## config.mk

```make
export PLATFORM = sky130hd
export DESIGN_NAME = seg_scan_decoder
export DESIGN_NICKNAME = d
export VERILOG_FILES = /design/src/rtl/seg_scan_decoder.sv
export SDC_FILE = /design/constraint.sdc
export NUM_CORES = 1
export LEC_CHECK = 0
export CAP_MARGIN = 10
export CORE_MARGIN = 10
export CORE_UTILIZATION = 55
export DETAILED_ROUTE_END_ITERATION = 10
export GPL_TIMING_DRIVEN = 1
export PLACE_DENSITY = 0.77
export SLEW_MARGIN = 20
export SYNTH_ARGS = -nofsm -noshare
export SYNTH_HDL_FRONTEND = slang
export SYNTH_SLANG_ARGS = --single-unit
```

## constraint.sdc

```tcl
create_clock -name clk_500 -period 3.2 [get_ports clk_500]
set_clock_uncertainty 0.05 [all_clocks]
set_input_delay 0.96 -clock clk_500 [delete_from_list [all_inputs] [get_ports clk_500]]
set_output_delay 0.96 -clock clk_500 [all_outputs]
set_load 0.02 [all_outputs]
```

## src/rtl/seg_scan_decoder.sv

```systemverilog
// seg_scan_decoder: decodes a multiplexed 4-digit 7-segment scan back into BCD digits.
//
// Ports
//   clk_500     sampling clock, rising edge
//   rst_n       asynchronous active-low reset
//   bitchose    digit select, one-hot (0001=fir .. 1000=fou), 0000=blank
//   num         segment pattern, bit6..bit0 = a..g, active-high
//   fir..fou    BCD digits of the last committed frame (4'hF = not a decimal glyph)
//   digit_err   per-digit "not a decimal glyph" flags of the last committed frame
//   frame_valid one-cycle pulse when a new frame is committed
//   scan_err    one-cycle pulse on scan order violation or multi-hot select
//   stale       level, no accepted symbol for TIMEOUT cycles (cleared by next commit)
module seg_scan_decoder #(
    parameter int unsigned STABLE_CNT = 1,
    parameter int unsigned TIMEOUT    = 16
) (
    input  logic       clk_500,
    input  logic       rst_n,
    input  logic [3:0] bitchose,
    input  logic [6:0] num,
    output logic [3:0] fir,
    output logic [3:0] sec,
    output logic [3:0] thi,
    output logic [3:0] fou,
    output logic [3:0] digit_err,
    output logic       frame_valid,
    output logic       scan_err,
    output logic       stale
);

    localparam logic [3:0] STB_MAX = 4'(STABLE_CNT);
    localparam logic [7:0] TMO_MAX = 8'(TIMEOUT);

    typedef enum logic [0:0] {StHunt, StCapture} state_t;

    logic [3:0] sel_q, prev_sel_q, last_acc_q;
    logic [6:0] num_q;
    logic [3:0] run_q, run_d;
    logic [7:0] tmo_q, tmo_d;
    state_t     state_q, state_d;
    logic [1:0] exp_q, exp_d;
    logic [3:0] buf_dig_q [4];
    logic [3:0] buf_dig_d [4];
    logic [3:0] buf_err_q, buf_err_d;
    logic       stale_d;

    logic       sel_onehot, sel_multi, accept, commit, err_pulse;
    logic [1:0] sel_idx;
    logic [3:0] dec_dig;
    logic       dec_err;

    assign sel_multi  = (sel_q & (sel_q - 4'd1)) != 4'b0;
    assign sel_onehot = (sel_q != 4'b0) && !sel_multi;

    always_comb begin
        sel_idx = 2'd0;
        case (sel_q)
            4'b0010: sel_idx = 2'd1;
            4'b0100: sel_idx = 2'd2;
            4'b1000: sel_idx = 2'd3;
            default: sel_idx = 2'd0;
        endcase
    end

    always_comb begin
        dec_dig = 4'hF;
        dec_err = 1'b0;
        case (num_q)
            7'b1111110: dec_dig = 4'd0;
            7'b0110000: dec_dig = 4'd1;
            7'b1101101: dec_dig = 4'd2;
            7'b1111001: dec_dig = 4'd3;
            7'b0110011: dec_dig = 4'd4;
            7'b1011011: dec_dig = 4'd5;
            7'b1011111: dec_dig = 4'd6;
            7'b1110000: dec_dig = 4'd7;
            7'b1111111: dec_dig = 4'd8;
            7'b1111011: dec_dig = 4'd9;
            default: begin
                dec_dig = 4'hF;
                dec_err = 1'b1;
            end
        endcase
    end

    // Run length of the current one-hot select, including this sample; blank or
    // multi-hot restarts it.
    always_comb begin
        run_d = 4'd0;
        if (sel_onehot) begin
            if (sel_q == prev_sel_q && run_q != 4'd0) begin
                run_d = (run_q == 4'hF) ? run_q : run_q + 4'd1;
            end else begin
                run_d = 4'd1;
            end
        end
    end

    assign accept = sel_onehot && (run_d >= STB_MAX) && (sel_q != last_acc_q);

    always_comb begin
        tmo_d = 8'd0;
        if (!accept) begin
            tmo_d = (tmo_q == TMO_MAX) ? tmo_q : tmo_q + 8'd1;
        end
    end

    always_comb begin
        state_d   = state_q;
        exp_d     = exp_q;
        buf_dig_d = buf_dig_q;
        buf_err_d = buf_err_q;
        commit    = 1'b0;
        err_pulse = 1'b0;
        if (sel_multi) begin
            err_pulse = 1'b1;
            state_d   = StHunt;
        end else if (accept) begin
            case (state_q)
                StHunt: begin
                    if (sel_idx == 2'd0) begin
                        buf_dig_d[0] = dec_dig;
                        buf_err_d[0] = dec_err;
                        exp_d        = 2'd1;
                        state_d      = StCapture;
                    end
                end
                StCapture: begin
                    if (sel_idx == exp_q) begin
                        buf_dig_d[sel_idx] = dec_dig;
                        buf_err_d[sel_idx] = dec_err;
                        commit             = (exp_q == 2'd3);
                        exp_d              = exp_q + 2'd1;
                    end else begin
                        err_pulse = 1'b1;
                        if (sel_idx == 2'd0) begin
                            buf_dig_d[0] = dec_dig;
                            buf_err_d[0] = dec_err;
                            exp_d        = 2'd1;
                        end else begin
                            state_d = StHunt;
                        end
                    end
                end
                default: state_d = StHunt;
            endcase
        end else if (tmo_d == TMO_MAX) begin
            // Scan went quiet: drop any partial frame silently.
            state_d = StHunt;
        end
    end

    always_comb begin
        stale_d = stale;
        if (commit) begin
            stale_d = 1'b0;
        end else if (tmo_d == TMO_MAX) begin
            stale_d = 1'b1;
        end
    end

    always_ff @(posedge clk_500 or negedge rst_n) begin
        if (!rst_n) begin
            sel_q       <= 4'b0;
            num_q       <= 7'b0;
            prev_sel_q  <= 4'b0;
            run_q       <= 4'd0;
            last_acc_q  <= 4'b0;
            tmo_q       <= 8'd0;
            state_q     <= StHunt;
            exp_q       <= 2'd0;
            buf_dig_q   <= '{default: 4'hF};
            buf_err_q   <= 4'b0;
            fir         <= 4'hF;
            sec         <= 4'hF;
            thi         <= 4'hF;
            fou         <= 4'hF;
            digit_err   <= 4'b0;
            frame_valid <= 1'b0;
            scan_err    <= 1'b0;
            stale       <= 1'b1;
        end else begin
            sel_q      <= bitchose;
            num_q      <= num;
            prev_sel_q <= sel_q;
            run_q      <= run_d;
            tmo_q      <= tmo_d;
            state_q    <= state_d;
            exp_q      <= exp_d;
            buf_dig_q  <= buf_dig_d;
            buf_err_q  <= buf_err_d;
            if (accept) begin
                last_acc_q <= sel_q;
            end
            if (commit) begin
                fir       <= buf_dig_d[0];
                sec       <= buf_dig_d[1];
                thi       <= buf_dig_d[2];
                fou       <= buf_dig_d[3];
                digit_err <= buf_err_d;
            end
            frame_valid <= commit;
            scan_err    <= err_pulse && !commit;
            stale       <= stale_d;
        end
    end

endmodule

```

==> impl_metrics.env <==
export IMPL_cp_arrival_ns=3.16
export IMPL_cts_setup_buffers=0
export IMPL_dp_hpwl_mm=4.68
export IMPL_post_route_min_period_ns=2.96
export IMPL_worstPathRequired_ns=3.40
export IMPL_setup_viol=0
export IMPL_synth_edf_count=0
export IMPL_viasPerCell=5.59
export IMPL_p_per_area_nw_per_um2=508
export IMPL_start_util_pct=56.4
export IMPL_io_buffers=35
export IMPL_met1_usage_pct=15.7
export IMPL_grt_use_total_pct=14.1
export IMPL_drc=0
export IMPL_synthFlopType="dfrtp_1"
export IMPL_grt_pass1_vias=2436
export IMPL_crit_chain="ha_1 > nand3_1 > xor2_1 > or4b_2 > o32a_1 > or4b_1 > a41o_1"
export IMPL_worstSetupPathDepth=7
export IMPL_n_fill_cell=501
export IMPL_cts_sinks=77
export IMPL_synthArstFlopShare_pct=100
export IMPL_drive_above_1_share_pct=27.8
export IMPL_final_period_utilization_pct=92.4
export IMPL_drtAntennaViolNets=0
export IMPL_critPathKind="reg -> reg"
export IMPL_ir_drop_mv=0.379
export IMPL_clkLatencyLatePin_ns=0.36
export IMPL_path_buf_inv=0
export IMPL_yosysUniqueCellTypes=51
export IMPL_yosysTopAreaCell="dfrtp_1"
export IMPL_syn_instance_count=305
export IMPL_synthesis_nets=323
export IMPL_nets=366
export IMPL_htreeDepth=3
export IMPL_hold_depth=2
export IMPL_cts_tree="built"
export IMPL_ctsResizeCount=0
export IMPL_synth_area_top_cells="dfrtp_1, dfstp_2, mux2_2, xor2_1, nor2_1"
export IMPL_p_leak_nw=1.79
export IMPL_ys_seq_area_share_pct=55.3
export IMPL_num_io_pins=36
export IMPL_slew_headroom_pct=38.4
export IMPL_synth_seq_cells=77
export IMPL_status="finished clean"
export IMPL_hold_violations=0
export IMPL_clk_pin_slew_worst_paths_ns=0.08
export IMPL_use_met3_pct=4.12
export IMPL_grt_max_degree=78
export IMPL_cts_hold_buf=0
export IMPL_worst_slack_ns=0.244
export IMPL_synth_area_um2=3560
export IMPL_critical_path_top_delay_family="simple AND/OR/NAND/NOR gates"
export IMPL_rows=29
export IMPL_hold_class="reg -> reg"
export IMPL_max_stage_delay_ns=0.64
export IMPL_tritoncts_num_buffers=9
export IMPL_crit_fanout=7
export IMPL_vias=2403
export IMPL_tightest_slew_ns=0.924
export IMPL_max_cap_viol_count=0
export IMPL_reg2reg_depth=7
export IMPL_grt_use_met2_pct=23.2
export IMPL_die_h_um=100
export IMPL_n_antenna_cell=0
export IMPL_core_area_um2=6310
export IMPL_synth_avg_cell_area_um2=11.7
export IMPL_fmax_mhz=338
export IMPL_die_w_um=100
export IMPL_totalNegativeSetupSlack_ns=0
export IMPL_rsz0062_at_grt="false"
export IMPL_antenna_found_initial=0
export IMPL_top_usage_layer="met2"
export IMPL_synth_commonest_cells="dfrtp_1, dfstp_2, mux2_2, nor2_1, nand2_1"
export IMPL_yosysWarnings=0
export IMPL_crit_path_start_kind="register"
export IMPL_yosysTopAreaCellShare_pct=30.9
export IMPL_wl_mm=6.75
export IMPL_synth_most_common_cell="dfrtp_1"
export IMPL_drt_iter0_markers=108
export IMPL_place_ws_ns=0.243
export IMPL_cts_root_buf="clkbuf_8"
export IMPL_slew_violations=0
export IMPL_dr_pass1_iters=4
export IMPL_crit_path_top_delay_cell="or4b_2"
export IMPL_grt_overflow=0
export IMPL_routedWlPerCell_um=15.7
export IMPL_gp_congestion=0.898
export IMPL_setup_worst_path_end_class="register"
export IMPL_die_area_um2=10100
export IMPL_clockBufferDepth=2
export IMPL_area_growth_pct=18.1
export IMPL_grt_pass1_wl_mm=11.3
report_power, final:
group          total, mW  leakage (nW)  switching, mW  internal, mW
logic              0.291         0.794          0.150         0.141
clock network      0.709         0.103          0.353         0.356
registers           1.13         0.896         0.0793          1.06
total               2.14          1.79          0.583          1.55
final timing paths:
kind | startpoint | end | slack (ns)
max reg2reg | tmo_q[0]$_DFF_PN0_ | state_q$_DFFE_PN0P_ | 0.24
min in group asynchronous | rst_n | prev_sel_q[0]$_DFF_PN0_ | 0.69
min reg2reg | stale$_DFFE_PN1P_ | stale$_DFFE_PN1P_ | 0.42
max | tmo_q[0]$_DFF_PN0_ | state_q$_DFFE_PN0P_ | 0.24
min | stale$_DFFE_PN1P_ | stale$_DFFE_PN1P_ | 0.42
max in group asynchronous | rst_n | scan_err$_DFF_PN0_ | 1.81
sequential cells by signal, summed over array words and instances (netlist names):
name,flops
buf_dig_q,16
exp_q,2
run_q,4
last_acc_q,4
buf_err_q,4
scan_err,1
num_q,7
prev_sel_q,4
tmo_q,8
thi,4
sel_q,4
frame_valid,1
fou,4
stale,1
digit_err,4
state_q,1
fir,4
sec,4
stage by stage:
step | std cells | util [%] | power [mW] | cell area (µm²) | hold slack [ns]
5_1_grt | 430 | 66.6 | 2.25 | 4210 | 0.440
3_3_place_gp | 414 | 63.6 | 1.43 | 4020 | 0.403
2_1_floorplan | 305 | - | 1.34 | 3560 | 0.315
4_1_cts | 430 | 66.6 | 2.15 | 4210 | 0.422
6_report | 430 | 66.6 | 2.14 | 4210 | 0.419
3_5_place_dp | 414 | 63.6 | 1.44 | 4020 | 0.409
worst register-to-register path: stages, from the launching register on:
cell and delay, ns:
dfrtp_1 0.47, ha_1 0.30, nand3_1 0.12, xor2_1 0.17, or4b_2 0.64, o32a_1 0.34
or4b_1 0.51, a41o_1 0.26
per-layer routing:
metal | wire length, µm | share of wire, %
met1 | 2870 | 43
met2 | 3460 | 51
met3 | 269 | 4.0
met4 | 151 | 2.2
met5 | 0 | 0
placed cells by master, fill, tap and decap left out, types with 2 or more instances in the layout:
cell type,n
nand4_1,2
o31ai_1,3
nor2_1,26
xnor2_1,6
nor4b_1,2
mux2i_1,8
nand3b_1,2
dfrtp_1,44
ha_1,5
clkdlybuf4s50_1,34
xor2_1,13
dfstp_2,33
or4b_1,3
o211ai_1,2
buf_4,10
a21oi_1,5
nand2_1,22
clkbuf_8,9
nor3b_1,3
a31oi_1,4
nor3_1,5
o21ai_0,16
nand3_1,12
nand2b_1,2
mux2_2,33
and3b_1,4
inv_1,12
clkinv_2,4
o21a_1,2
nor2b_1,4
final cells by class:
cell class              instances  area [µm²]  share of cell area (%)
well taps                      77        96.3                    2.29
clock buffers                   9         124                    2.95
flip-flops and latches         77        1970                    46.8
multi-input cells             204        1490                    35.5
clock inverters                 7        65.1                    1.55
inverters                      12        45.0                    1.07
repair buffers                 44         415                    9.88
cells by family after synthesis:
family | after synthesis | synth area share, %
and+or+nand+nor | 94 | 13.7
DFF | 77 | 55.3
AOI/OAI and AO/OA | 45 | 9.03
muxes | 41 | 12.7
buffers and inverters | 24 | 2.85
xor gates and xnor gates | 19 | 4.67
adders and majority gates | 5 | 1.76
(Power assumes the default switching activity.)
